$ cat src/rtl/pool_pkg.sv
// pool_pkg: shared pooling mode constants and the pairwise pooling operator.
//   MODE_MAX / MODE_AVG select the operator; pool_f(a, b, mode) returns max(a, b) or a + b.
package pool_pkg;
  localparam int MODE_MAX = 0;
  localparam int MODE_AVG = 1;
  function automatic logic [31:0] pool_f(input logic [31:0] a, input logic [31:0] b, input int mode);
    return (mode == MODE_AVG) ? a + b : (a > b ? a : b);
  endfunction
endpackage

$ cat src/rtl/pool_lane.sv
// pool_lane: one channel of 2x2/stride-2 pooling.
//   clk, rst_n (async, active-low), clr (sync clear)
//   i_pair : latch the even-column pixel; i_hor : store the horizontal pair result (even row)
//   i_ver  : produce the window result (odd row); i_last : this result completes the pooled row
//   i_slot : pooled column index; i_px : pixel
//   o_data : last pooled pixel; o_row : last complete pooled row, slot 0 in LSBs
module pool_lane
  import pool_pkg::*;
#(
  parameter int DW   = 8,
  parameter int OW   = 3,
  parameter int MODE = MODE_MAX,
  parameter int IW   = (OW > 1) ? $clog2(OW) : 1
) (
  input  logic             clk,
  input  logic             rst_n,
  input  logic             clr,
  input  logic             i_pair,
  input  logic             i_hor,
  input  logic             i_ver,
  input  logic             i_last,
  input  logic [IW-1:0]    i_slot,
  input  logic [DW-1:0]    i_px,
  output logic [DW-1:0]    o_data,
  output logic [OW*DW-1:0] o_row
);
  // Two extra bits hold a four-pixel sum in average mode.
  localparam int SW = DW + 2;
  logic [SW-1:0]    r_p;
  logic [SW-1:0]    r_hbuf [OW];
  logic [DW-1:0]    r_stg [OW];
  logic [DW-1:0]    r_out;
  logic [OW*DW-1:0] r_row;
  logic [SW-1:0]    w_h;
  logic [SW-1:0]    w_v;
  logic [DW-1:0]    w_res;
  logic [OW*DW-1:0] w_row;
  assign w_h   = SW'(pool_f(32'(r_p), 32'(i_px), MODE));
  assign w_v   = SW'(pool_f(32'(r_hbuf[i_slot]), 32'(w_h), MODE));
  // Round half up: (sum + 2) >> 2 stays within DW bits since sum <= 4*(2^DW-1).
  assign w_res = (MODE == MODE_AVG) ? DW'((w_v + SW'(2)) >> 2) : w_v[DW-1:0];
  // Published row = staged slots with the slot being written replaced by the new result,
  // so row output only changes when a row completes.
  always_comb begin
    w_row = '0;
    for (int k = 0; k < OW; k++) w_row[k*DW +: DW] = (IW'(k) == i_slot) ? w_res : r_stg[k];
  end
  always_ff @(posedge clk or negedge rst_n) begin
    if (!rst_n) begin
      r_p    <= '0;
      r_hbuf <= '{default: '0};
      r_stg  <= '{default: '0};
      r_out  <= '0;
      r_row  <= '0;
    end else if (clr) begin
      r_p    <= '0;
      r_hbuf <= '{default: '0};
      r_stg  <= '{default: '0};
      r_out  <= '0;
      r_row  <= '0;
    end else begin
      if (i_pair) r_p <= SW'(i_px);
      if (i_hor) r_hbuf[i_slot] <= w_h;
      if (i_ver) begin
        r_out         <= w_res;
        r_stg[i_slot] <= w_res;
        if (i_last) r_row <= w_row;
      end
    end
  end
  assign o_data = r_out;
  assign o_row  = r_row;
endmodule

$ cat src/rtl/pool2d_stream.sv
// pool2d_stream: 2x2/stride-2 max/avg pooling over a raster-order stream, CH channels in parallel.
//   clk, rst_n (async, active-low), clr (sync clear of counters, buffers, outputs)
//   in_vld/in_data : input beat, channel c at [c*DW +: DW]
//   out_vld/out_data : pooled pixel pulse; row_vld/row_data : complete pooled row pulse
//   frm_done : pulses with the last pooled pixel of a frame
module pool2d_stream
  import pool_pkg::*;
#(
  parameter int CH    = 3,
  parameter int DW    = 8,
  parameter int IMG_W = 6,
  parameter int IMG_H = 6,
  parameter int MODE  = MODE_MAX
) (
  input  logic                     clk,
  input  logic                     rst_n,
  input  logic                     clr,
  input  logic                     in_vld,
  input  logic [CH*DW-1:0]         in_data,
  output logic                     out_vld,
  output logic [CH*DW-1:0]         out_data,
  output logic                     row_vld,
  output logic [CH*(IMG_W/2)*DW-1:0] row_data,
  output logic                     frm_done
);
  localparam int OW = IMG_W / 2;
  localparam int CW = $clog2(IMG_W);
  localparam int RW = $clog2(IMG_H);
  localparam int IW = (OW > 1) ? $clog2(OW) : 1;
  if (IMG_W < 2 || IMG_W % 2 != 0 || IMG_H < 2 || IMG_H % 2 != 0) begin : g_bad_size
    $error("pool2d_stream: IMG_W and IMG_H must be even and >= 2");
  end
  logic [CW-1:0] r_col;
  logic [RW-1:0] r_row;
  logic          r_ovld;
  logic          r_rvld;
  logic          r_fdone;
  logic          w_lcol;
  logic          w_lrow;
  logic          w_pair;
  logic          w_hor;
  logic          w_ver;
  logic [IW-1:0] w_slot;
  assign w_lcol = r_col == CW'(IMG_W - 1);
  assign w_lrow = r_row == RW'(IMG_H - 1);
  assign w_pair = in_vld & ~r_col[0];
  assign w_hor  = in_vld & r_col[0] & ~r_row[0];
  assign w_ver  = in_vld & r_col[0] & r_row[0];
  assign w_slot = IW'(r_col >> 1);
  always_ff @(posedge clk or negedge rst_n) begin
    if (!rst_n) begin
      r_col   <= '0;
      r_row   <= '0;
      r_ovld  <= 1'b0;
      r_rvld  <= 1'b0;
      r_fdone <= 1'b0;
    end else if (clr) begin
      r_col   <= '0;
      r_row   <= '0;
      r_ovld  <= 1'b0;
      r_rvld  <= 1'b0;
      r_fdone <= 1'b0;
    end else begin
      if (in_vld) begin
        r_col <= w_lcol ? '0 : r_col + CW'(1);
        if (w_lcol) r_row <= w_lrow ? '0 : r_row + RW'(1);
      end
      r_ovld  <= w_ver;
      r_rvld  <= w_ver & w_lcol;
      r_fdone <= w_ver & w_lcol & w_lrow;
    end
  end
  for (genvar c = 0; c < CH; c++) begin : g_lane
    pool_lane #(.DW(DW), .OW(OW), .MODE(MODE), .IW(IW)) u_lane (
      .clk    (clk),
      .rst_n  (rst_n),
      .clr    (clr),
      .i_pair (w_pair),
      .i_hor  (w_hor),
      .i_ver  (w_ver),
      .i_last (w_lcol),
      .i_slot (w_slot),
      .i_px   (in_data[c*DW +: DW]),
      .o_data (out_data[c*DW +: DW]),
      .o_row  (row_data[c*OW*DW +: OW*DW])
    );
  end
  assign out_vld  = r_ovld;
  assign row_vld  = r_rvld;
  assign frm_done = r_fdone;
endmodule

$ cat config.mk
export PLATFORM = sky130hd
export DESIGN_NAME = pool2d_stream
export DESIGN_NICKNAME = d
export VERILOG_FILES = /design/src/rtl/pool_pkg.sv /design/src/rtl/pool_lane.sv /design/src/rtl/pool2d_stream.sv
export SDC_FILE = /design/constraint.sdc
export NUM_CORES = 1
export LEC_CHECK = 0
export CAP_MARGIN = 20
export CORE_MARGIN = 5
export CORE_UTILIZATION = 59
export CTS_CLUSTER_DIAMETER = 30
export DETAILED_ROUTE_END_ITERATION = 8
export PLACE_DENSITY_LB_ADDON = 0.08
export SKIP_CTS_REPAIR_TIMING = 1
export SYNTH_ARGS = -nofsm -noshare
export SYNTH_HDL_FRONTEND = slang
export SYNTH_SLANG_ARGS = --single-unit
$ cat constraint.sdc
create_clock -name clk -period 7.1 [get_ports clk]
set_clock_uncertainty 0.15 [all_clocks]
set_input_delay 2.13 -clock clk [delete_from_list [all_inputs] [get_ports clk]]
set_output_delay 2.13 -clock clk [all_outputs]
set_load 0.01 [all_outputs]
Word level (Yosys, flattened, before mapping)
Cells that the tools add are included.
{"block": "word_totals", "out_inout_bits": 99, "memories": 0, "elab_cells": 141, "in_bits": 28, "latchBits": 0, "mem_bits_ro": 0, "ff_bits": 297, "ram_bits": 0}
{"block": "op_classes", "add_sub_neg": 2, "n_shift": 0, "bitwise_logic": 9, "n_div": 0, "order_cmp": 8, "multipliers": 0, "muxes": 77, "n_reduce_logical": 9, "n_eq_ne": 4}
{"operator": "2-to-1 mux 24 bit", "count": 15}
{"operator": "2-to-1 mux 30 bit", "count": 6}
{"operator": "2-to-1 mux 10 bit", "count": 16}
{"operator": "2-to-1 mux 8 bit", "count": 19}
{"operator": "bitwise mux 30 bit", "count": 3}
{"operator": "bitwise mux 24 bit", "count": 3}
{"operator": "binary-select mux 10 bit (select 2 bit)", "count": 3}
{"operator": "greater-than comparator 10 bit", "count": 3}
{"operator": "greater-than comparator 10 x 8 -> 1 bit", "count": 3}
{"operator": "2-to-1 mux 3 bit", "count": 7}
{"operator": "demux 10 bit (select 2 bit)", "count": 1}
{"operator": "demux 8 bit (select 2 bit)", "count": 1}
{"operator": "nonzero test 2 bit", "count": 5}
{"operator": "adder 3 x 1 -> 3 bit (second input constant)", "count": 2}
{"operator": "AND 1 bit", "count": 6}
{"operator": "== test 3 bit (second input constant)", "count": 2}
{"operator": "AND reduction 2 bit", "count": 2}
{"operator": "greater-or-equal comparator 3 bit (second input constant)", "count": 1}
{"operator": "< comparator 3 x 1 -> 1 bit (second input constant)", "count": 1}
{"operator": "2-to-1 mux 1 bit", "count": 3}
{"operator": "inverter 2 -> 3 bit", "count": 1}
{"operator": "== test 1 x 2 -> 1 bit (first input constant)", "count": 1}
{"operator": "== test 2 bit (first input constant)", "count": 1}
{"operator": "logical NOT 2 bit", "count": 1}
{"operator": "other kinds (2)", "count": 3}

Depth between registers and ports, before layout
Gate-level depths: netlist (run 1).
{"block": "depth", "ltp_word": 10, "mapped_depth": 18, "depth_no_buf": 15}

By module
From an unflattened synthesis (run 1), not the netlist that was laid out.
{"block": "hier_totals", "cells_unflattened": 1519, "area_unflattened_um2": 14537.7}
{"mod": "pool_lane (g_lane[1].u_lane)", "area_each_um2": 4971.0, "n_inst": 1, "seq_area_each_um2": 2202.1, "cells_each": 545}
{"mod": "pool_lane (g_lane[0].u_lane)", "area_each_um2": 4630.7, "n_inst": 1, "seq_area_each_um2": 2202.1, "cells_each": 469}
{"mod": "pool_lane (g_lane[2].u_lane)", "area_each_um2": 4515.6, "n_inst": 1, "seq_area_each_um2": 2202.1, "cells_each": 468}
{"mod": "pool2d_stream", "area_each_um2": 420.4, "n_inst": 1, "seq_area_each_um2": 225.2, "cells_each": 37}

Worst setup path after synthesis (run 1)
OpenSTA, ideal clock, no wires.
{"block": "synth_path", "path_kind": "input -> register", "startpoint": "in in_data[9]", "endpoint": "reg g_lane[1].u_lane.r_stg[16] in the netlist's numbering", "path_buffers": 3, "required_ps": 6829, "setup_time_ps": 121, "path_stages": 17, "slack_ps": 1623, "t_arrival_ps": 5206, "path_cell_list": "inv_1 > ha_1 > nor2b_1 > o211ai_1 > a211o_1 > buf_2 > a21boi_0 > nor2_1 > ha_1 > a21oi_1 > o21ai_1 > a311o_1 > buf_6 > and2_4 > buf_6 > o31a_1 > a22o_1"}
{"block": "synth_via", "elab_chain_len": 7}
{"element": "start: declaration", "line_no": "pool2d_stream.sv:19", "source": "input logic [CH*DW-1:0] in_data,"}
{"element": "greater-than comparator 10 x 8 -> 1 bit", "line_no": "pool_pkg.sv:7", "source": "return (mode == MODE_AVG) ? a + b : (a > b ? a : b);"}
{"element": "2-to-1 mux 10 bit *", "line_no": "pool_pkg.sv:7"}
{"element": "greater-than comparator 10 bit", "line_no": "pool_pkg.sv:7"}
{"element": "2-to-1 mux 8 bit *", "line_no": "pool_pkg.sv:7"}
{"element": "bitwise mux 24 bit *", "line_no": "pool_lane.sv:66", "source": "r_stg[i_slot] <= w_res;"}
{"element": "2-to-1 mux 24 bit *", "line_no": "pool_lane.sv:64", "source": "if (i_ver) begin"}
{"element": "2-to-1 mux 24 bit *", "line_no": "pool_lane.sv:55", "source": "end else if (clr) begin"}
{"element": "end signal: indexed assignment", "line_no": "pool_lane.sv:66"}
{"element": "end: declaration", "line_no": "pool_lane.sv:31", "source": "logic [DW-1:0] r_stg [OW];"}
Every way passes the cells marked *; elsewhere a longest branch is shown, timed or not. The select of a mux whose other input is x is not followed.
A chain may end at the register's enable or synchronous reset.

Worst setup path in the final report (run 1)
{"block": "layout_path", "startpoint": "in in_data[1]", "endpoint": "reg g_lane[0].u_lane.r_stg[12] in the netlist's numbering"}
{"block": "layout_via", "elab_chain_len": 7}
{"element": "greater-than comparator 10 x 8 -> 1 bit", "line_no": "pool_pkg.sv:7"}
{"element": "2-to-1 mux 10 bit *", "line_no": "pool_pkg.sv:7"}
{"element": "greater-than comparator 10 bit", "line_no": "pool_pkg.sv:7"}
{"element": "2-to-1 mux 8 bit *", "line_no": "pool_pkg.sv:7"}
{"element": "bitwise mux 24 bit *", "line_no": "pool_lane.sv:66"}
{"element": "2-to-1 mux 24 bit *", "line_no": "pool_lane.sv:64"}
{"element": "2-to-1 mux 24 bit *", "line_no": "pool_lane.sv:55"}
{"element": "end signal: indexed assignment", "line_no": "pool_lane.sv:66"}
{"element": "end: declaration", "line_no": "pool_lane.sv:31"}
Marked as above.

==> summary.txt, run 1 <==
Logic synthesis
  – Area contributors post-synth: dfrtp_1, nand2_1, o21ai_0
  – Mapped Area: 11900 sq um
  – Synth async-reset ratio: 100%
  – Syn_nets: 1323
  – Largest family of logic cells by synthesized area: compound AO/OA/AOI/OAI gates
  – Yosys top cell area share: 52.4%
  – Synth area leader: dfrtp_1
  – Post-Synth Adder-Cell Area: 5.05%
  – Syn_area_per_cell: 9.53 sq um
  – Post-synthesis simple-gate area fraction: 15.7%
  – Yosys warnings: 0
  – Count of flip-flops with a built-in enable after synthesis: 0
  – Post-synthesis mux area share: 2.02%
  – Distinct cells, synth: 44
  – Synth Flop Type: dfrtp_1
  – #FFs+latches synth: 249
  – Synth cell count leaders: nand2_1, dfrtp_1, o21ai_0
  – Compound-Gate Fraction of Synth Area: 20.3%
  – Register area share after synthesis: 52.4%
  – Cells after Synth: 1247
  – Cell with the most instances after synthesis: nand2_1
  – Xor/xnor share of the synthesized area: 0.0737%

Clocking
  – Clk Latency, worst-skew pair: 0.53 ns
  – Clk sinks: 249
  – Htree depth: 2
  – Longest Clk Path Bufs: 3
  – TritonCTS clock tree: built
  – Root Driver: clkbuf_16
  – TritonCTS buffer count: 43
  – Clock-pin slew on the worst setup and hold paths: 0.06 ns

Power and ir drop
  – Sw Ratio: 24.8%
  – Clock network power share: 55.2%
  – Reg power frac: 36.1%
  – Switching power: 995 uW
  – Pwr dens: 271 nW/um^2
  – P_int: 3.03 mW
  – Leakage power: 6.48 nW
  – Gate power share: 8.7%
  – Worst vdd ir: 0.000252 V

Route
  – DRC violations left: 0
  – Drt wl/cell: 19.1 um
  – Antenna-violating nets left: 0
  – Detailed Route WL: 31700 um
  – Drt via density: 5.92
  – 1st-iter DRT viols: 650
  – Pre-antenna DRT Iters: 5
  – Via count: 9817

GRT
  – First-pass GRT wire length: 52400 um
  – Initial antenna violation count: 0
  – Total Routing Usage GR: 27.6%
  – Via count of the first global-routing pass: 9620
  – Overflow after GRT: 0
  – Largest net degree at the start of global routing: 146

Placement
  – Cell Area, Placed: 13200 sq um
  – Gp weighted congestion: 0.871
  – Hpwl dp: 21200 um
  – Buffers on Ports: 126
  – Inst Count DP: 1579

STA
  – Least-Margin Pin Slew: 0.932 ns
  – Peak Freq: 164 MHz
  – Final setup fails: 0
  – Rel. slew slack: 37.7%
  – Max-slew violation count: 0
  – Final Cycle Share: 85.8%
  – Total Neg Setup Slack: 0 ns
  – Final Critical Period: 6.09 ns
  – RSZ-0062 raised after global routing: false
  – Worst hold slack: 0.326 ns
  – Hold Vio Cnt, Final: 0

Critical path
  – Critical setup path kind: primary input to flip-flop
  – Worst Path Arrival: 6.32 ns
  – CP Launch Type: primary input
  – CP required: 7.33 ns
  – Max Fanout on Critical Path: 17
  – CP endpoint kind: flip-flop

Floorplanning
  – I/O Pins: 127
  – Row Count: 52
  – Die height: 152 um
  – Die area: 23100 sq um
  – Area of the core: 20000 sq um
  – Initial Utilization: 59.3%
  – Die width: 152 um

Hold path
  – Hold Path Class: flip-flop to flip-flop

Layout
  – Share of layout cells above drive strength 1: 9.15%
  – Post-route insts no fill: 1658
  – Area Growth Syn to Fin: 24.8%
  – Final net count: 1430
  – Ant. Diodes: 0
  – Design area: 14800 sq um

Outcome
  – Status: completed

Job
  – Max-Cap Viols: 0
-- cells by family after synthesis --
family	count (synthesis)
AND/OR/NAND/NOR	427
AO/OA/AOI/OAI	383
flip-flops	249
buffers and inverters	115
adder cells (fa/ha/maj)	48
multiplexers	24
XOR/XNOR	1
-- final cells by class --
type                    count  area, sq um
clock buffers              48         1150
clock inverters            31          435
fillers                  1488         5210
inverters                  33          124
multi-input cells         883         5150
flip-flops and latches    249         6230
well taps                 270          338
repair buffers            144         1410
-- critical path, stage by stage --
cell,delay (ns)
clkdlybuf4s50_1,0.51
inv_1,0.06
ha_1,0.30
nor2b_1,0.13
o211ai_1,0.15
a211o_1,0.42
a21boi_0,0.20
nor2_1,0.41
ha_1,0.34
nand4_1,0.13
a211oi_1,0.07
a311o_1,0.44
and2_4,0.26
o31ai_1,0.55
o21ai_0,0.19
-- layer usage --
metal / share of wire, % / GRT usage, % / vias to the layer above
met5: 0 / 0 / -
met4: 2.0 / 7.23 / 0
met3: 7.3 / 5.60 / 45
met2: 47 / 43.1 / 345
met1: 44 / 40.0 / 4832
li1: - / - / 4595
-- power by group through the flow --
stage	clock network (mW)	logic (mW)	registers, mW
final	2.22	0.348	1.45
after global routing	2.32	0.387	1.45
after CTS	2.25	0.345	1.45
after detailed placement	0	0.343	1.48
after global placement	0	0.337	1.48
after floorplan	0	0.225	1.47
-- flip-flops by register name, summed over array words and instances (netlist names) --
signal / cells
g_lane.u_lane.o_row: 72
g_lane.u_lane.r_hbuf: 72
g_lane.u_lane.r_stg: 48
g_lane.u_lane.o_data: 24
g_lane.u_lane.r_p: 24
r_col: 3
r_row: 3
frm_done: 1
out_vld: 1
row_vld: 1
-- per-stage QoR --
step / setup slack, ns / power [mW] / util (%)
floorplan: 1.62 / 1.70 / -
global placement: 0.656 / 1.81 / 66.1
detailed placement: 0.554 / 1.82 / 66.1
CTS: 1.08 / 4.04 / 74.0
global route: 0.669 / 4.16 / 74.0
finish: 1.01 / 4.02 / 74.0
-- worst paths after layout --
check / slack, ns / cells past startpoint / end / from
worst max-delay path: 1.01 / 15 / g_lane[0].u_lane.r_stg[12]$_DFFE_PN0P_ / in_data[1]
worst max register to register: 2.79 / 12 / g_lane[0].u_lane.r_stg[12]$_DFFE_PN0P_ / g_lane[0].u_lane.r_p[6]$_DFFE_PN0P_
max in group asynchronous: 4.08 / 2 / g_lane[0].u_lane.r_hbuf[26]$_DFFE_PN0P_ / rst_n
worst min-delay path: 0.33 / 2 / g_lane[2].u_lane.o_row[12]$_DFFE_PN0P_ / g_lane[2].u_lane.o_row[12]$_DFFE_PN0P_
min in group asynchronous: 1.45 / 1 / g_lane[1].u_lane.o_row[6]$_DFFE_PN0P_ / rst_n
worst min register to register: 0.33 / 2 / g_lane[2].u_lane.o_row[12]$_DFFE_PN0P_ / g_lane[2].u_lane.o_row[12]$_DFFE_PN0P_
-- placed cells by master (no fill, tap or decap), types with 24 or more instances in the layout --
| cell type | n |
|---|---|
| o21ai_0 | 199 |
| a22o_1 | 33 |
| nand2_1 | 294 |
| ha_1 | 48 |
| dfrtp_1 | 249 |
| inv_1 | 32 |
| and3_1 | 25 |
| a21oi_1 | 53 |
| nand3b_1 | 26 |
| nor2_1 | 40 |
| clkbuf_16 | 44 |
| clkdlybuf4s50_1 | 124 |
| mux2i_1 | 24 |
Note: power is estimated with default switching activity, not from simulation.
==> run 2, diff against run 1 <==
Settings changed: GPL_ROUTABILITY_DRIVEN from default to 0, TNS_END_PERCENT from default to 30.
Clock period 7.1 ns to 7.6 ns, I/O delays scaled along.
==> summary.txt, run 2 (synthesis results as in run 1) <==
Route
  – Drt via density: 5.95 (was 5.92)
  – Detailed Route WL: 32000 um (was 31700 um)
  – Antenna-violating nets left: 0 (unchanged)
  – Drt wl/cell: 19.3 um (was 19.1 um)
  – 1st-iter DRT viols: 745 (was 650)
  – DRC violations left: 0 (unchanged)
  – Pre-antenna DRT Iters: 5 (unchanged)
  – Via count: 9863 (was 9817)

GRT
  – Initial antenna violation count: 0 (unchanged)
  – Largest net degree at the start of global routing: 129 (was 146)
  – Overflow after GRT: 0 (unchanged)
  – First-pass GRT wire length: 52000 um (was 52400 um)
  – Via count of the first global-routing pass: 9777 (was 9620)
  – Total Routing Usage GR: 27.4% (was 27.6%)

Clocking
  – TritonCTS buffer count: 44 (was 43)
  – Root Driver: clkbuf_16 (unchanged)
  – Longest Clk Path Bufs: 3 (unchanged)
  – Clock-pin slew on the worst setup and hold paths: 0.05 ns (was 0.06 ns)
  – Clk sinks: 249 (unchanged)
  – Clk Latency, worst-skew pair: 0.53 ns (about the same)
  – Htree depth: 2 (unchanged)
  – TritonCTS clock tree: built (unchanged)

Outcome
  – Status: completed (unchanged)

STA
  – RSZ-0062 raised after global routing: false (unchanged)
  – Worst hold slack: 0.324 ns (was 0.326 ns)
  – Rel. slew slack: 35.1% (was 37.7%)
  – Worst setup margin: 1.32 ns (was 1.01 ns)
  – Max-slew violation count: 0 (unchanged)
  – Final Cycle Share: 82.6%
  – Total Neg Setup Slack: 0 ns (unchanged)
  – Hold Vio Cnt, Final: 0 (unchanged)
  – Final setup fails: 0 (unchanged)
  – Peak Freq: 159 MHz
  – Final Critical Period: 6.28 ns
  – Least-Margin Pin Slew: 0.973 ns (was 0.932 ns)

Critical path
  – CP Cell Sequence: clkdlybuf4s50_1 > inv_1 > ha_1 > nand4_1 > o21ai_1 > a21boi_1 > nor2_1 > ha_1 > a21oi_1 > o21ai_1 > a311o_1 > and2_4 > o31a_1 > a22o_1 (was clkdlybuf4s50_1 > inv_1 > ha_1 > nor2b_1 > o211ai_1 > a211o_1 > a21boi_0 > nor2_1 > ha_1 > nand4_1 > a211oi_1 > a311o_1 > and2_4 > o31ai_1 > o21ai_0)
  – Family with the most delay on the worst path: compound AO/OA/AOI/OAI gates (unchanged)
  – CP required: 7.86 ns (was 7.33 ns)
  – CP endpoint kind: flip-flop (unchanged)
  – Critical setup path kind: primary input to flip-flop (unchanged)
  – Slowest CP cell: o21ai_1 (was o31ai_1)
  – Worst Path Arrival: 6.54 ns (was 6.32 ns)
  – Max Fanout on Critical Path: 16 (was 17)
  – Bufs and invs on worst path: 2 (unchanged)
  – Crit path largest cell delay: 0.72 ns (was 0.55 ns)
  – CP Launch Type: primary input (unchanged)

Layout
  – Design area: 14800 sq um (about the same)
  – Post-layout util: 74.1% (was 74.0%)
  – Post-route insts no fill: 1659 (was 1658)
  – Most common cell after layout, fill and taps aside: nand2_1 (unchanged)
  – Most frequent cells in the layout: nand2_1, dfrtp_1, o21ai_0, clkdlybuf4s50_1, a21oi_1 (unchanged)
  – Filler instances: 1484 (was 1488)
  – Area Growth Syn to Fin: 24.9% (was 24.8%)
  – Share of layout cells above drive strength 1: 9.14% (was 9.15%)
  – Ant. Diodes: 0 (unchanged)
  – Final net count: 1430 (unchanged)

Floorplanning
  – I/O Pins: 127 (unchanged)
  – Die area: 23100 sq um (unchanged)
  – Row Count: 52 (unchanged)
  – Die height: 152 um (unchanged)
  – Area of the core: 20000 sq um (unchanged)
  – Die width: 152 um (unchanged)
  – Initial Utilization: 59.3% (unchanged)

Power and ir drop
  – Worst vdd ir: 0.000215 V (was 0.000252 V)
  – Leakage power: 6.48 nW (about the same)
  – Pwr dens: 254 nW/um^2 (was 271 nW/um^2)
  – Total Power: 3.77 mW (was 4.02 mW)

Placement
  – Pre-CTS setup slack: 0.910 ns (was 0.554 ns)
  – Inst Count DP: 1578 (was 1579)
  – Cell Area, Placed: 13200 sq um (unchanged)
  – Buffers on Ports: 126 (unchanged)
  – Hpwl dp: 21400 um (was 21200 um)

Job
  – Max-Cap Viols: 0 (unchanged)

Hold path
  – Hold Path Class: flip-flop to flip-flop (unchanged)
[run 2: changes by cell type in the layout (fill, tap and decap cells not counted), sizes merged]
cell	previous run	this run
buf	20	19
bufinv	8	9
clkinv	8	9
clkinvlp	5	7
inv	43	41
[run 2: path summary, 6_finish.rpt]
kind | cells past startpoint | endpoint | from | slack (ns)
min in group asynchronous | 1 | g_lane[1].u_lane.o_row[6]$_DFFE_PN0P_ | rst_n | 1.65
setup / recovery | 14 | g_lane[2].u_lane.r_stg[8]$_DFFE_PN0P_ | in_data[21] | 1.32
setup reg to reg | 12 | g_lane[2].u_lane.r_stg[8]$_DFFE_PN0P_ | g_lane[2].u_lane.r_p[5]$_DFFE_PN0P_ | 3.30
hold / removal | 2 | g_lane[1].u_lane.o_row[14]$_DFFE_PN0P_ | g_lane[1].u_lane.o_row[14]$_DFFE_PN0P_ | 0.32
max in group asynchronous | 2 | g_lane[2].u_lane.o_row[6]$_DFFE_PN0P_ | rst_n | 4.42
hold reg to reg | 2 | g_lane[1].u_lane.o_row[14]$_DFFE_PN0P_ | g_lane[1].u_lane.o_row[14]$_DFFE_PN0P_ | 0.32
[run 2: cell type report]
class / instances / area [sq um] / area share (%)
inverters: 33 / 124 / 0.834
well taps: 270 / 338 / 2.28
flip-flops and latches: 249 / 6230 / 42.0
clock buffers: 48 / 1140 / 7.65
clock inverters: 33 / 460 / 3.10
multi-input cells: 883 / 5150 / 34.7
repair buffers: 143 / 1410 / 9.49
[run 2: layer usage]
metal  wire length, um  up-vias  track usage [%]
li1                  -     4596                -
met1             14100     4855             39.1
met2             15200      353             43.5
met3              2030       59             4.52
met4               690        0             8.43
met5                 0        -                0
[run 2: worst reg2reg max path, stage by stage (launching register included)]
cell and delay, ns:
dfrtp_1 0.42, ha_1 0.32, nand4_1 0.15, o21ai_1 0.72, a21boi_1 0.24, nor2_1 0.36, ha_1 0.33, a21oi_1 0.14
o21ai_1 0.08, a311o_1 0.48, and2_4 0.27, o31a_1 0.31, a22o_1 0.22
[run 2: power breakdown]
| group | switching [mW] | internal, mW |
|---|---|---|
| logic | 0.223 | 0.104 |
| clock network | 0.683 | 1.40 |
| registers | 0.0132 | 1.34 |
| total | 0.919 | 2.85 |
==> run 3, diff against run 2 <==
Settings changed: CORE_UTILIZATION 59 to 57.
Clock period 7.6 ns to 5.79 ns, I/O delays scaled along.
==> summary.txt, run 3 (synthesis results as in run 1) <==
Critical path
  – R2R Path Start: g_lane[0].u_lane.r_p[1]$_DFFE_PN0P_ (was g_lane[2].u_lane.r_p[5]$_DFFE_PN0P_)
  – Cell mode on critical path: ha_1
  – Worst Path Arrival: 5.55 ns (was 6.54 ns)
  – Critical setup path kind: primary input to flip-flop (unchanged)
  – CP Launch Type: primary input (unchanged)
  – CP endpoint kind: flip-flop (unchanged)
  – Family with the most delay on the worst path: compound AO/OA/AOI/OAI gates (unchanged)
  – CP required: 6.02 ns (was 7.86 ns)
  – Bufs and invs on worst path: 2 (unchanged)
  – Max Fanout on Critical Path: 17 (was 16)
  – Crit path largest cell delay: 0.51 ns (was 0.72 ns)
  – Crit path from: in_data[7] (was in_data[21])
  – CP Cell Sequence: clkdlybuf4s50_1 > inv_1 > ha_1 > nand4_1 > a211o_1 > and3_1 > nor2_1 > ha_1 > a21oi_1 > o21ai_1 > a311o_1 > and2_4 > o31ai_1 > o21ai_0 (was clkdlybuf4s50_1 > inv_1 > ha_1 > nand4_1 > o21ai_1 > a21boi_1 > nor2_1 > ha_1 > a21oi_1 > o21ai_1 > a311o_1 > and2_4 > o31a_1 > a22o_1)
  – Slowest CP cell: clkdlybuf4s50_1 (was o21ai_1)

Placement
  – Pre-CTS setup slack: 0.0304 ns (was 0.910 ns)
  – Buffers on Ports: 126 (unchanged)
  – Hpwl dp: 22100 um (was 21400 um)

Layout
  – Filler instances: 1464 (was 1484)
  – Most common cell after layout, fill and taps aside: nand2_1 (unchanged)
  – Share of layout cells above drive strength 1: 12.0% (was 9.14%)
  – Final net count: 1482 (was 1430)
  – Ant. Diodes: 0 (unchanged)
  – Area Growth Syn to Fin: 27.8% (was 24.9%)
  – Most frequent cells in the layout: nand2_1, dfrtp_1, o21ai_0, clkdlybuf4s50_1, buf_4 (was nand2_1, dfrtp_1, o21ai_0, clkdlybuf4s50_1, a21oi_1)

Floorplanning
  – Die width: 154 um (was 152 um)
  – Die height: 154 um (was 152 um)
  – Row Count: 52 (unchanged)
  – Area of the core: 20400 sq um (was 20000 sq um)
  – Initial Utilization: 58.3% (was 59.3%)
  – Die area: 23800 sq um (was 23100 sq um)
  – I/O Pins: 127 (unchanged)

Power and ir drop
  – Worst vdd ir: 0.000277 V (was 0.000215 V)
  – Pwr dens: 324 nW/um^2 (was 254 nW/um^2)
  – Sw Ratio: 24.9% (was 24.4%)
  – Total Power: 4.93 mW (was 3.77 mW)
  – P_int: 3.70 mW (was 2.85 mW)
  – Reg power frac: 36.2% (was 36.0%)
  – Leakage power: 6.71 nW (was 6.48 nW)
  – Gate power share: 9.6% (was 8.7%)
  – Clock network power share: 54.2% (was 55.3%)
  – Switching power: 1.22 mW (was 919 uW)

STA
  – Least-Margin Pin Slew: 0.925 ns (was 0.973 ns)
  – Peak Freq: 188 MHz
  – RSZ-0062 raised after global routing: false (unchanged)
  – Rel. slew slack: 38.2% (was 35.1%)
  – Max-slew violation count: 0 (unchanged)
  – Total Neg Setup Slack: 0 ns (unchanged)
  – Final Critical Period: 5.31 ns
  – Hold Vio Cnt, Final: 0 (unchanged)
  – Final setup fails: 0 (unchanged)
  – Worst setup margin: 0.475 ns (was 1.32 ns)
  – Final Cycle Share: 91.8%

Route
  – DRC violations left: 0 (unchanged)
  – Detailed Route WL: 32600 um (was 32000 um)
  – Drt wl/cell: 19.1 um (was 19.3 um)
  – Pre-antenna DRT Iters: 5 (unchanged)
  – Drt via density: 5.90 (was 5.95)
  – Via count: 10110 (was 9863)
  – 1st-iter DRT viols: 770 (was 745)
  – Antenna-violating nets left: 0 (unchanged)

Hold path
  – Hold Path Class: flip-flop to flip-flop (unchanged)
  – Hold_sp: g_lane[0].u_lane.o_row[9]$_DFFE_PN0P_ (was g_lane[1].u_lane.o_row[14]$_DFFE_PN0P_)

Clocking
  – Clock-pin slew on the worst setup and hold paths: 0.05 ns (about the same)
  – Root Driver: clkbuf_16 (unchanged)
  – Clk sinks: 249 (unchanged)
  – Htree depth: 2 (unchanged)
  – TritonCTS clock tree: built (unchanged)
  – Clk Latency, worst-skew pair: 0.54 ns (was 0.53 ns)
  – Longest Clk Path Bufs: 3 (unchanged)
  – TritonCTS buffer count: 47 (was 44)

GRT
  – Largest net degree at the start of global routing: 120 (was 129)
  – Initial antenna violation count: 0 (unchanged)
  – Via count of the first global-routing pass: 9959 (was 9777)
  – Total Routing Usage GR: 27.4% (about the same)
  – First-pass GRT wire length: 53000 um (was 52000 um)
  – Overflow after GRT: 0 (unchanged)

Outcome
  – Status: completed (unchanged)

Job
  – Max-Cap Viols: 0 (unchanged)
==> run 3: cell types whose count changed in the layout (fill, tap and decap cells not counted) <==
| cell | before | now |
|---|---|---|
| clkbuf_8 | 2 | 1 |
| clkinvlp_4 | 7 | 3 |
| clkinv_4 | 3 | 6 |
| buf_4 | 15 | 64 |
| inv_6 | 8 | 5 |
| bufinv_16 | 9 | 5 |
| clkbuf_1 | 2 | 10 |
| clkinv_2 | 5 | 7 |
| clkbuf_16 | 44 | 48 |
==> run 3: path summary, 6_finish.rpt <==
kind / depth (start not counted) / endpoint / slack, ns
worst min register to register: 2 / g_lane[0].u_lane.o_row[9]$_DFFE_PN0P_ / 0.32
max in group asynchronous: 2 / g_lane[0].u_lane.r_p[7]$_DFFE_PN0P_ / 3.29
worst min-delay path: 2 / g_lane[0].u_lane.o_row[9]$_DFFE_PN0P_ / 0.32
min in group asynchronous: 1 / g_lane[1].u_lane.o_row[12]$_DFFE_PN0P_ / 1.08
worst max-delay path: 14 / g_lane[0].u_lane.r_stg[23]$_DFFE_PN0P_ / 0.48
worst max register to register: 13 / g_lane[0].u_lane.r_stg[23]$_DFFE_PN0P_ / 1.83
==> run 3: cell type report <==
cell class              instances  area (sq um)  area share (%)
well taps                     270           338            2.22
flip-flops and latches        249          6230            41.0
clock buffers                  59          1250            8.25
multi-input cells             883          5150            33.9
repair buffers                192          1780            11.7
clock inverters                27           320            2.11
inverters                      33           124           0.816
==> run 3: power groups by stage <==
stage,logic (mW),clock network (mW),registers [mW]
after floorplan,0.276,0,1.80
after global placement,0.453,0,1.81
after detailed placement,0.461,0,1.81
after CTS,0.467,2.70,1.78
after global routing,0.519,2.80,1.78
final,0.472,2.67,1.78
==> run 3: per-stage QoR <==
step | cell area [sq um] | cells | util (%) | hold WS (ns)
after floorplan | 11900 | 1247 | - | 0.299
after global placement | 13600 | 1626 | 66.8 | 0.310
after detailed placement | 13600 | 1626 | 66.8 | 0.319
after CTS | 15200 | 1712 | 74.5 | 0.329
after global routing | 15200 | 1713 | 74.6 | 0.343
final | 15200 | 1713 | 74.6 | 0.324
==> run 3: per-layer routing <==
metal / up-vias / wire [um] / part of all wire [%] / global-route usage [%]
met5: - / 0 / 0 / 0
met4: 0 / 885 / 2.7 / 8.75
met3: 62 / 2320 / 7.1 / 4.47
met2: 374 / 15200 / 47 / 43.9
met1: 4983 / 14200 / 43 / 38.7
li1: 4691 / - / - / -
==> run 3: worst min-delay path: stages (launching register included) <==
cell and delay [ns]:
dfrtp_1 0.33, nand2_1 0.04, o21ai_0 0.06
==> variant: new RTL, config.mk and constraints of run 3 <==
Register the inputs `clr`, `in_vld` and `in_data` before use, with the module's reset. The logic sees them one clock later.
--- a/src/rtl/pool2d_stream.sv
+++ b/src/rtl/pool2d_stream.sv
@@ -29,2 +29,19 @@
   localparam int IW = (OW > 1) ? $clog2(OW) : 1;
+
+  logic clr_q;
+  logic in_vld_q;
+  logic [CH*DW-1:0] in_data_q;
+
+  always_ff @(posedge clk or negedge rst_n) begin
+    if (!rst_n) begin
+      clr_q     <= '0;
+      in_vld_q  <= '0;
+      in_data_q <= '0;
+    end else begin
+      clr_q     <= clr;
+      in_vld_q  <= in_vld;
+      in_data_q <= in_data;
+    end
+  end
+
   if (IMG_W < 2 || IMG_W % 2 != 0 || IMG_H < 2 || IMG_H % 2 != 0) begin : g_bad_size
@@ -45,5 +62,5 @@
   assign w_lrow = r_row == RW'(IMG_H - 1);
-  assign w_pair = in_vld & ~r_col[0];
-  assign w_hor  = in_vld & r_col[0] & ~r_row[0];
-  assign w_ver  = in_vld & r_col[0] & r_row[0];
+  assign w_pair = in_vld_q & ~r_col[0];
+  assign w_hor  = in_vld_q & r_col[0] & ~r_row[0];
+  assign w_ver  = in_vld_q & r_col[0] & r_row[0];
   assign w_slot = IW'(r_col >> 1);
@@ -56,3 +73,3 @@
       r_fdone <= 1'b0;
-    end else if (clr) begin
+    end else if (clr_q) begin
       r_col   <= '0;
@@ -63,3 +80,3 @@
     end else begin
-      if (in_vld) begin
+      if (in_vld_q) begin
         r_col <= w_lcol ? '0 : r_col + CW'(1);
@@ -76,3 +93,3 @@
       .rst_n  (rst_n),
-      .clr    (clr),
+      .clr    (clr_q),
       .i_pair (w_pair),
@@ -82,3 +99,3 @@
       .i_slot (w_slot),
-      .i_px   (in_data[c*DW +: DW]),
+      .i_px   (in_data_q[c*DW +: DW]),
       .o_data (out_data[c*DW +: DW]),
Check against the original RTL: no difference found for any inputs over 4 cycles, from zero or initial values and one cycle with rst_n low; that may be too few to reach the edited logic, so the function may still have changed.
==> variant against run 3 <==
  * Hold slack about the same
  * Total power grew 7.1%
  * Area after synthesis grew 7.0%
  * Wire length up 2.9%
  * Sequential cell count up 26
  * Setup slack improved by 840 ps
  * Non-clock buffer count decreased by 30
  * Design area is 5.0% higher
  * Fmax is 19% higher
  * Count of clock-buffer cells in the layout fell by 4
  * Cell count shrank 0.53%
  * Critical path depth decreased by 2
  * Register-to-register slack worse by 510 ps
  * Critical path type is now register to register
  * Critical endpoint unchanged
==> variant: results (changes against run 3) <==
* Cell leakage power: 7.095 nW (was 6.710 nW)
* Post-detailed-route via-to-cell ratio: 6.083 (was 5.902)
- Synth top area cells: dfrtp_1, o21ai_0, nand2_1 (was dfrtp_1, nand2_1, o21ai_0)
- The routed metal-1 wirelength came to 14.96 mm (was 14.19 mm).
- Nets: 1461 (was 1482)
* Vias in the first global route: 10049 (was 9959)
* Arrival @ worst endpoint: 4710 ps (was 5550 ps)
- Maximum number of pins on one net before global-route repair: 130 (was 120)
- The slew at the pin closest to its max-slew limit came to 1030 ps (was 925.0 ps).
* Wire length of the first global-routing pass: 54.88 mm (was 53.03 mm)
- The met2 track utilization from global routing was 39.33% (was 43.93%).
* Cts bufs inserted: 49 (was 47)
- Worst slack at placement: 1398 ps (was 30.39 ps)
- The gate count of the mapped netlist was 1261 (was 1247).
- Outcome: finished clean (unchanged)
* Most common library cells after synthesis: dfrtp_1, nand2_1, o21ai_0, nor2_1, a32oi_1 (was nand2_1, dfrtp_1, o21ai_0, a21oi_1, clkbuf_1)
- The met1 layer usage reported by global route came to 38.80% (was 38.72%).
- Count of distinct cell types in the synthesized netlist: 62 (was 44)
- Detailed Place HPWL: 21.83 mm (was 22.06 mm)
* Routed WL per cell: 19.70 um (was 19.05 um)
* Biggest fanout along the worst timing path: 16 (was 17)
- Sequential cell area fraction in the yosys report: 54.12% (was 52.44%)
* Post-route non-filler standard cell count: 1704 (was 1713)
- Peak supply drop: 0.2667 mV (was 0.2771 mV)
- The ratio of cells with drive above 1 in the final layout is 11.10% (was 11.99%).
* Overall global routing resource usage: 25.99% (was 27.44%)
* Drt initial violations: 897 (was 770)
variant: cell types whose count changed in the layout (fill, tap and decap cells not counted), sizes merged, moves of 22 or more:
| cell | run 3 | this run |
|---|---|---|
| nand2 | 294 | 231 |
| a32oi | 0 | 58 |
| buf | 68 | 37 |
| dfrtp | 249 | 275 |
| nand3b | 26 | 0 |
| o311ai | 24 | 0 |
| nor2 | 41 | 64 |
| a21oi | 56 | 34 |
| inv | 38 | 60 |
variant: where the power goes:
part           internal (W)  switching (W)  leakage (nW)
logic              0.000133       0.000290          2.53
clock network       0.00186        0.00101         0.799
registers           0.00196      0.0000298          3.76
total               0.00395        0.00133          7.09
variant: through the flow:
| step | power (W) | instance area (sq um) | util [%] |
|---|---|---|---|
| 6_report | 0.005280 | 15940 | 72.82 |
| 5_1_grt | 0.005457 | 15940 | 72.82 |
| 2_1_floorplan | 0.002262 | 12720 | - |
| 3_5_place_dp | 0.002433 | 14240 | 65.05 |
| 3_3_place_gp | 0.002425 | 14240 | 65.05 |
| 4_1_cts | 0.005304 | 15940 | 72.82 |
variant: worst paths after layout:
kind	startpoint	to	slack, ps	cells past startpoint
worst min register to register	g_lane[1].u_lane.o_row[10]	g_lane[1].u_lane.o_row[10]	320	2
worst max-delay path	in_data_q[5]	g_lane[0].u_lane.r_stg[23]	1320	12
worst min-delay path	g_lane[1].u_lane.o_row[10]	g_lane[1].u_lane.o_row[10]	320	2
worst max register to register	in_data_q[5]	g_lane[0].u_lane.r_stg[23]	1320	12
max in group asynchronous	rst_n	g_lane[1].u_lane.r_stg[22]	3220	2
min in group asynchronous	rst_n	g_lane[0].u_lane.o_row[9]	1110	1
variant: cells by family (layout without fill, tap and decap cells):
logic type | after synthesis | after routing | share of synthesized area (%)
simple gates | 348 | 348 | 11.61
buf+inv | 144 | 307 | 4.693
fa+ha+maj | 48 | 48 | 4.723
xor+xnor | 1 | 1 | 0.06889
mux | 39 | 39 | 3.099
compound gates | 406 | 406 | 21.69
flops | 275 | 275 | 54.12
variant: layout make-up:
type	instances	area (sq um)
Inverter	55	206.4
Timing Repair Buffer	162	1536
Tap cell	280	350.3
Multi-Input combinational cell	842	5266
Clock buffer	55	1300
Sequential cell	275	6882
Fill cell	1616	5951
Clock inverter	35	399.1
variant: critical path: stages, from the launching register on:
cell	delay (ps)
dfrtp_1	440
inv_1	70
ha_1	300
nand4_2	130
o221a_1	400
a21o_4	350
a21oi_1	360
ha_1	320
and3_1	190
nand4_1	160
or2_1	630
nor3b_1	670
o31ai_1	140
